[src/rtl/pwm_deadtime.sv]
// Dead-time insertion for one half-bridge leg: turns a single pwm request into a
// complementary hs/ls pair with a programmable both-off gap, fault latch and entry counter.
//
// state   | meaning
// DT_HS   | both off, waiting out dead time before high side
// HS_ON   | high side driven
// DT_LS   | both off, waiting out dead time before low side
// LS_ON   | low side driven
// FAULT   | both off, latched until fault_clr with fault_in low
module pwm_deadtime #(
  parameter int DT_W  = 8,
  parameter int CNT_W = 16
) (
  input  logic             clk,
  input  logic             rst,
  input  logic             pwm_in,
  input  logic [DT_W-1:0]  dt_cycles,
  input  logic             fault_in,
  input  logic             fault_clr,
  output logic             hs,
  output logic             ls,
  output logic             fault_latched,
  output logic [CNT_W-1:0] sw_cnt
);

  typedef enum logic [2:0] {
    S_DT_HS = 3'd0,
    S_HS_ON = 3'd1,
    S_DT_LS = 3'd2,
    S_LS_ON = 3'd3,
    S_FAULT = 3'd4
  } state_t;

  state_t          state, state_nxt;
  logic [DT_W-1:0] cnt, cnt_nxt;
  logic [DT_W-1:0] dt_eff;
  logic [DT_W-1:0] cnt_cur;
  logic            sw_inc;

  assign dt_eff = (dt_cycles == '0) ? DT_W'(1) : dt_cycles;

  // cnt resets to 0 so the reset load needs no data-dependent async value;
  // a zero count in a dead state means "first dead cycle after reset".
  assign cnt_cur = (cnt == '0) ? dt_eff : cnt;

  always_comb begin
    state_nxt = state;
    cnt_nxt   = cnt;
    sw_inc    = 1'b0;
    if (fault_in) begin
      state_nxt = S_FAULT;
    end else begin
      case (state)
        S_HS_ON: begin
          if (!pwm_in) begin
            state_nxt = S_DT_LS;
            cnt_nxt   = dt_eff;
          end
        end
        S_LS_ON: begin
          if (pwm_in) begin
            state_nxt = S_DT_HS;
            cnt_nxt   = dt_eff;
          end
        end
        S_DT_HS: begin
          if (!pwm_in) begin
            state_nxt = S_LS_ON;
          end else if (cnt_cur == DT_W'(1)) begin
            state_nxt = S_HS_ON;
            sw_inc    = 1'b1;
          end else begin
            cnt_nxt = cnt_cur - DT_W'(1);
          end
        end
        S_DT_LS: begin
          // the high side was off for the whole interval, so an abort goes straight on
          if (pwm_in) begin
            state_nxt = S_HS_ON;
            sw_inc    = 1'b1;
          end else if (cnt_cur == DT_W'(1)) begin
            state_nxt = S_LS_ON;
          end else begin
            cnt_nxt = cnt_cur - DT_W'(1);
          end
        end
        S_FAULT: begin
          if (fault_clr) begin
            state_nxt = pwm_in ? S_DT_HS : S_DT_LS;
            cnt_nxt   = dt_eff;
          end
        end
        default: begin
          state_nxt = S_DT_LS;
          cnt_nxt   = dt_eff;
        end
      endcase
    end
  end

  always_ff @(posedge clk or posedge rst) begin
    if (rst) begin
      state <= S_DT_LS;
      cnt   <= '0;
    end else begin
      state <= state_nxt;
      cnt   <= cnt_nxt;
    end
  end

  // outputs decoded from the next state so each is a plain flop
  always_ff @(posedge clk or posedge rst) begin
    if (rst) begin
      hs            <= 1'b0;
      ls            <= 1'b0;
      fault_latched <= 1'b0;
      sw_cnt        <= '0;
    end else begin
      hs            <= (state_nxt == S_HS_ON);
      ls            <= (state_nxt == S_LS_ON);
      fault_latched <= (state_nxt == S_FAULT);
      if (sw_inc) sw_cnt <= sw_cnt + CNT_W'(1);
    end
  end

  a_no_overlap: assert property (@(posedge clk) disable iff (rst) !(hs && ls));

endmodule

[config.mk]
export PLATFORM = sky130hd
export DESIGN_NAME = pwm_deadtime
export DESIGN_NICKNAME = d
export VERILOG_FILES = /design/src/rtl/pwm_deadtime.sv
export SDC_FILE = /design/constraint.sdc
export NUM_CORES = 1
export LEC_CHECK = 0
export BUFFER_PORTS_ARGS = -buffer_cell sky130_fd_sc_hd__buf_2
export CAP_MARGIN = 20
export CORE_MARGIN = 5
export CORE_UTILIZATION = 55
export CTS_BUF_LIST = sky130_fd_sc_hd__clkbuf_4
export DETAILED_ROUTE_END_ITERATION = 7
export GPL_ROUTABILITY_DRIVEN = 0
export PLACE_DENSITY = 0.79
export REMOVE_ABC_BUFFERS = 1
export SETUP_SLACK_MARGIN = 0.2
export SYNTH_ARGS = -nofsm -noshare
export SYNTH_HDL_FRONTEND = slang
export SYNTH_SLANG_ARGS = --single-unit
[constraint.sdc]
create_clock -name clk -period 5.5 [get_ports clk]
set_input_delay 0.275 -clock clk [delete_from_list [all_inputs] [get_ports clk]]
set_output_delay 0.275 -clock clk [all_outputs]
set_load 0.02 [all_outputs]
Yosys cells after proc, flatten, opt, wreduce, memory -nomap -nowiden
Cells that the tools add are included.
W data, S select, Z words.
{ "op_classes": {"add_sub_neg": 2, "bitwise_logic": 1, "muxes": 24, "n_eq_ne": 13, "n_reduce_logical": 4} }
{ "op_table": {"columns": ["op", "n"], "rows": [
  ["$mux W8", 8],
  ["$pmux W8 S5", 1],
  ["$mux W3", 8],
  ["$add A16 B1 Y16 const B", 1],
  ["$logic_not A8 Y1", 2],
  ["$pmux W3 S5", 1],
  ["$ne A2 B2 Y1 const B", 5],
  ["$eq A3 B2 Y1 const B", 3],
  ["$eq A8 B1 Y1 const B", 1],
  ["$sub A8 B1 Y8 const B", 1],
  ["$eq A3 B1 Y1 const B", 2],
  ["$eq A3 B3 Y1 const B", 2],
  ["$reduce_and A6 Y1", 1],
  ["$mux W1", 4],
  ["$logic_not A3 Y1", 1],
  ["$mux W2", 1],
  ["$pmux W1 S2", 1],
  ["$not A1 Y1", 1]
]} }
{ "totals": {"output_inout_bits": 19, "inputBits": 13, "wordCells": 50, "ff_bits": 30} }

Longest topological paths before layout
{ "logic_depth": {"ltp_word": 9, "depth_mapped": 12, "depth_no_buf": 9} }

Worst setup path before layout
Ideal clock, no wire load.
{ "synth_path": {"kind": "flip-flop to flip-flop", "from": "reg cnt[0]", "to": "reg cnt[6]", "n_path_buf": 2, "period_less_slack_ns": 2.950, "setup_time_ns": 0.120, "t_required_ns": 5.380, "stages_incl_launch_ff": 12, "arrival_time_ns": 2.829, "slack_ns": 2.550, "cell_sequence": "dfrtp_1 or4_1 clkbuf_1 nor2_1 a21oi_1 inv_1 ha_1 or4b_1 buf_6 o31ai_4 a311oi_1 o211a_1"} }
{ "synth_between": {"elab_chain_cells": 6, "elab_cells_between_ends": 8, "classes_between": "add/sub (1); eq/ne (1); mux (5); reduce/logical (1)"} }
{ "synth_lines": {"columns": ["item", "line_no", "text"], "rows": [
  ["start: declaration", "35", "logic [DT_W-1:0] cnt, cnt_nxt;"],
  ["start signal: assignment", "107", "cnt <= cnt_nxt;"],
  ["$logic_not A8 Y1", "44", "assign cnt_cur = (cnt == '0) ? dt_eff : cnt;"],
  ["$mux W8 (*)", "44", null],
  ["$sub A8 B1 Y8 / $eq A8 B1 Y1 (equally long branches)", null, null],
  ["$mux W8 (*)", "69, 81", null],
  ["$mux W8 (on tied branches)", "78, 67", null],
  ["$pmux W8 S5 (*)", "53", "case (state)"]
]} }
Mark *: on every way between the ends. The rest lies on a longest branch, timed or not. The select of a mux whose other input is x is not followed.
A chain may end at the register's enable or synchronous reset.

Worst setup path after layout
{ "layout_path": {"from": "reg cnt[4]", "to": "reg cnt[4]"} }
{ "layout_between": {"elab_chain_cells": 6, "elab_cells_between_ends": 8, "classes_between": "add/sub (1); eq/ne (1); mux (5); reduce/logical (1)"} }
{ "layout_lines": {"columns": ["item", "line_no"], "rows": [
  ["$logic_not A8 Y1", "44"],
  ["$mux W8", "44"],
  ["$sub A8 B1 Y8 / $eq A8 B1 Y1 (equally long branches)", null],
  ["$mux W8 (*)", "69, 81"],
  ["$mux W8 (on tied branches)", "78, 67"],
  ["$pmux W8 S5 (*)", "53"]
]} }
Marks and branches as above.

==> impl_summary.md <==
Global routing
The global-route wire length before repair is 7058 um. The largest net degree at the start of global routing is 25. The global router's overall resource usage is 0.2065. The number of global-route vias before repair was 1580.

The number of antenna violations at the first check in global routing came to 0. The total grt overflow is 0.

Timing
In the finished design, the share of the clock period the worst path needs comes to 0.6167. In the post-route analysis, the smallest setup slack over all paths is 2.108 ns. Derived from the worst setup path, the maximum achievable clock frequency is 294.8 MHz.

The final worst clock skew is 0.005540 ns. The total count of hold-check failures in the final report came to 0. The final setup TNS is 0 ns. The final setup violation count is 0. Setup repair after global routing left no endpoint under its margin. The final max-slew violation count came to 0. The remaining max-slew budget at the tightest pin is 0.4605.

The worst-margin pin slew is 0.8063 ns. The post-route minimum period is 3.392 ns.

Critical path
STA classifies the critical path endpoint as a flip-flop. The startpoint class of the critical path is a flip-flop. The top fanout value on the critical path is 10. The slack of the worst reg-to-reg path is 2.11 ns.

The critical path start-end classification is reg -> reg. The start point of the critical path is cnt[4]. STA puts the critical path data required time at 5.72 ns. The number of cells on the worst reg-to-reg path is 9. The critical register-to-register path startpoint is cnt[4]. The endpoint of the lowest-slack register-to-register path is cnt[4]. The data arrival time of the critical path is 3.61 ns.

Synthesis
Yosys attributes the largest share of cell area to dfrtp_1 (40%), xnor2_1 (7.7%), nand3_1 (4.1%). In the synthesized netlist the async set-or-reset flop fraction comes to 1.000. Synthesis handed over a netlist of 195 instances. The synthesized area divided by synthesized cell count is 9.304 um^2. The cell area after technology mapping is 0.001814 mm^2. The biggest area contributor in the post-synthesis netlist is dfrtp_1. The portion of synthesized cell area occupied by the leading cell type is 0.4000.

The distinct cell type count after synthesis is 49. Yosys mapped a number of flops with a built-in enable equal to 0. The share of the Yosys chip area taken by registers is 0.4145. For this run, the leading register cell type out of synthesis is dfrtp_1. The synthesis warning total is 0. The synthesized design contains 30 register bits.

Power and ir drop
The clock network fraction of design power is 0.190. Of the total power, the share spent switching nets is 0.3886. The cell-internal power is 413.0 uW. Across the VDD grid, the largest voltage drop is 0.0001828 V. Of the total power, combinational logic draws 0.350. The switching component of the power is 262.5 uW. The sequential cell fraction of total power is 0.460. In this run the power density over the cells is 325.2 mW/mm^2. The analysis attributes to cell leakage a power of 0.0009560 uW.

Floorplanning
The I/O pin count is 32. The die covers 0.004547 mm^2. In this run the vertical extent of the chip is 67.44 um. The total core area is 0.003103 mm^2. The initialized floorplan defines 20 standard-cell rows.

The floorplan die width is 67.44 um. The initial core utilization is 0.5847.

Clocking
The post-cts hold buffer count is 1. The depth of the CTS H-tree is 2. The clock drives 30 sinks. The clock passes through at most 2 buffers. Clock tree synthesis selected as its root buffer the cell clkbuf_4.

TritonCTS built the clock tree. In this run, post-CTS repair resized a total of 0 instances. The setup fix buffers added after clock tree synthesis is 0. The clock-pin slew of the registers on the worst-case setup and hold paths is 0.09 ns. In this run, CTS created clock tree buffers numbering 5. The clock network latency to the later pin of the worst-skew pair is 0.33 ns.

Placement
The placed cell count is 264. The area after detailed placement is 0.002013 mm^2. The wire-length estimate of the detail-placed layout is 3162 um. The placement-stage worst setup slack is 2.022 ns. The total of buffers placed on input and output ports is 31.

Routing
The vias per cell is 5.989. The post-route antenna net violation count is 0. After detailed routing, the total wire length is 4120 um. The number of DRC markers after the initial detailed-route iteration is 111. The via total after detailed routing is 1635.

The DRC violations left is 0. For this run, the detailed router's first-pass iteration total came to 4. The routed length per placed instance is 15.09 um.

Min path
The worst hold path begins at fault_in. The worst hold path terminates at state[1]. The number of cells on the worst hold path is 2. In this run the worst hold path is classified as in -> reg.

Layout
Of the cells placed in the final design, the portion with a size suffix greater than 1 is 0.2009. The finished cells cover 0.002077 mm^2. The library cells used most frequently in the layout, excluding fill and tap cells, are buf_2 (31), dfrtp_1 (29), nand2_1 (18), nor2_1 (18), xnor2_1 (16). The most common cell after layout, fill and taps aside is buf_2. The number of antenna diodes in the final layout is 0. The number of nets in the finished design is 244. The core occupancy in the finished layout is 0.6694. From synthesis to final layout, the design area changed by 14.48%. The finished layout holds 273 standard cells, fillers aside.

Status
The run finished with clean final reports.

Run
The total of max-cap violations is 0.
## cell families after synthesis
kind of cell / after synthesis / share of synthesized area
multiplexers: 4 / 0.02276
adder cells (fa/ha/maj): 3 / 0.02069
AO/OA/AOI/OAI: 38 / 0.1690
buffers and inverters: 15 / 0.03793
AND/OR/NAND/NOR: 88 / 0.2455
XOR/XNOR: 17 / 0.08965
flip-flops: 30 / 0.4145
## per-layer routing
metal	GRT usage	up-vias	wire (um)
li1	-	778	-
met1	0.2311	777	1756
met2	0.3620	67	2013
met3	0.04326	13	253
met4	0.1165	0	97
met5	0	-	0
## flip-flops by register name (all words and copies together) (netlist names)
name,cells
state,3
fault_latched,1
hs,1
cnt,8
sw_cnt,16
ls,1
## layout make-up
cell class | count | area, um^2
well taps | 44 | 55.05
flip-flops and latches | 30 | 752.0
multi-input cells | 150 | 993.5
clock inverters | 2 | 8.758
clock buffers | 6 | 45.04
repair buffers | 33 | 192.7
inverters | 8 | 30.03
fillers | 279 | 1026
## worst max path at each step
| stage | endpoint | cells past startpoint | slack [ns] |
|---|---|---|---|
| after floorplan | sw_cnt[1] | 9 | 2.46 |
| after global placement | sw_cnt[1] | 10 | 2.18 |
| after CTS | sw_cnt[1] | 9 | 2.12 |
| after detailed placement | sw_cnt[1] | 10 | 2.02 |
| after global routing | sw_cnt[1] | 9 | 1.89 |
| final | cnt[4] | 9 | 2.11 |
## through the flow
stage,total power (uW),hold slack [ns]
after detailed placement,547.0,0.2633
after floorplan,474.7,0.3076
after CTS,674.4,0.1103
after global routing,723.5,0.1126
after global placement,531.5,0.4495
final,675.4,0.1193
## cells in the mapped netlist (4+ instances only)
| cell | count |
|---|---|
| nor2b_1 | 4 |
| nand2_1 | 18 |
| nand3_1 | 15 |
| nor4_1 | 4 |
| nor3_1 | 9 |
| a21oi_1 | 4 |
| inv_1 | 8 |
| dfrtp_1 | 29 |
| nand4_1 | 5 |
| nor2_1 | 18 |
| clkbuf_1 | 4 |
| xnor2_1 | 16 |
| and3_1 | 6 |
| o21ai_0 | 6 |
## power by group through the flow
stage	Sequential [uW]	Combinational, uW	Clock (uW)
after global routing	318	262	143
after global placement	309	223	0
after floorplan	312	163	0
after detailed placement	313	234	0
final	310	236	129
after CTS	308	236	130
## critical path: stages, from the launching register on
cell and delay [ns]:
dfrtp_1 0.48, or4_4 0.60, nor2_1 0.33, a21oi_1 0.17
inv_1 0.09, ha_1 0.14, or4b_1 0.60, o31ai_4 0.53
a211oi_1 0.12, o22a_1 0.22
(Power assumes the default switching activity.)
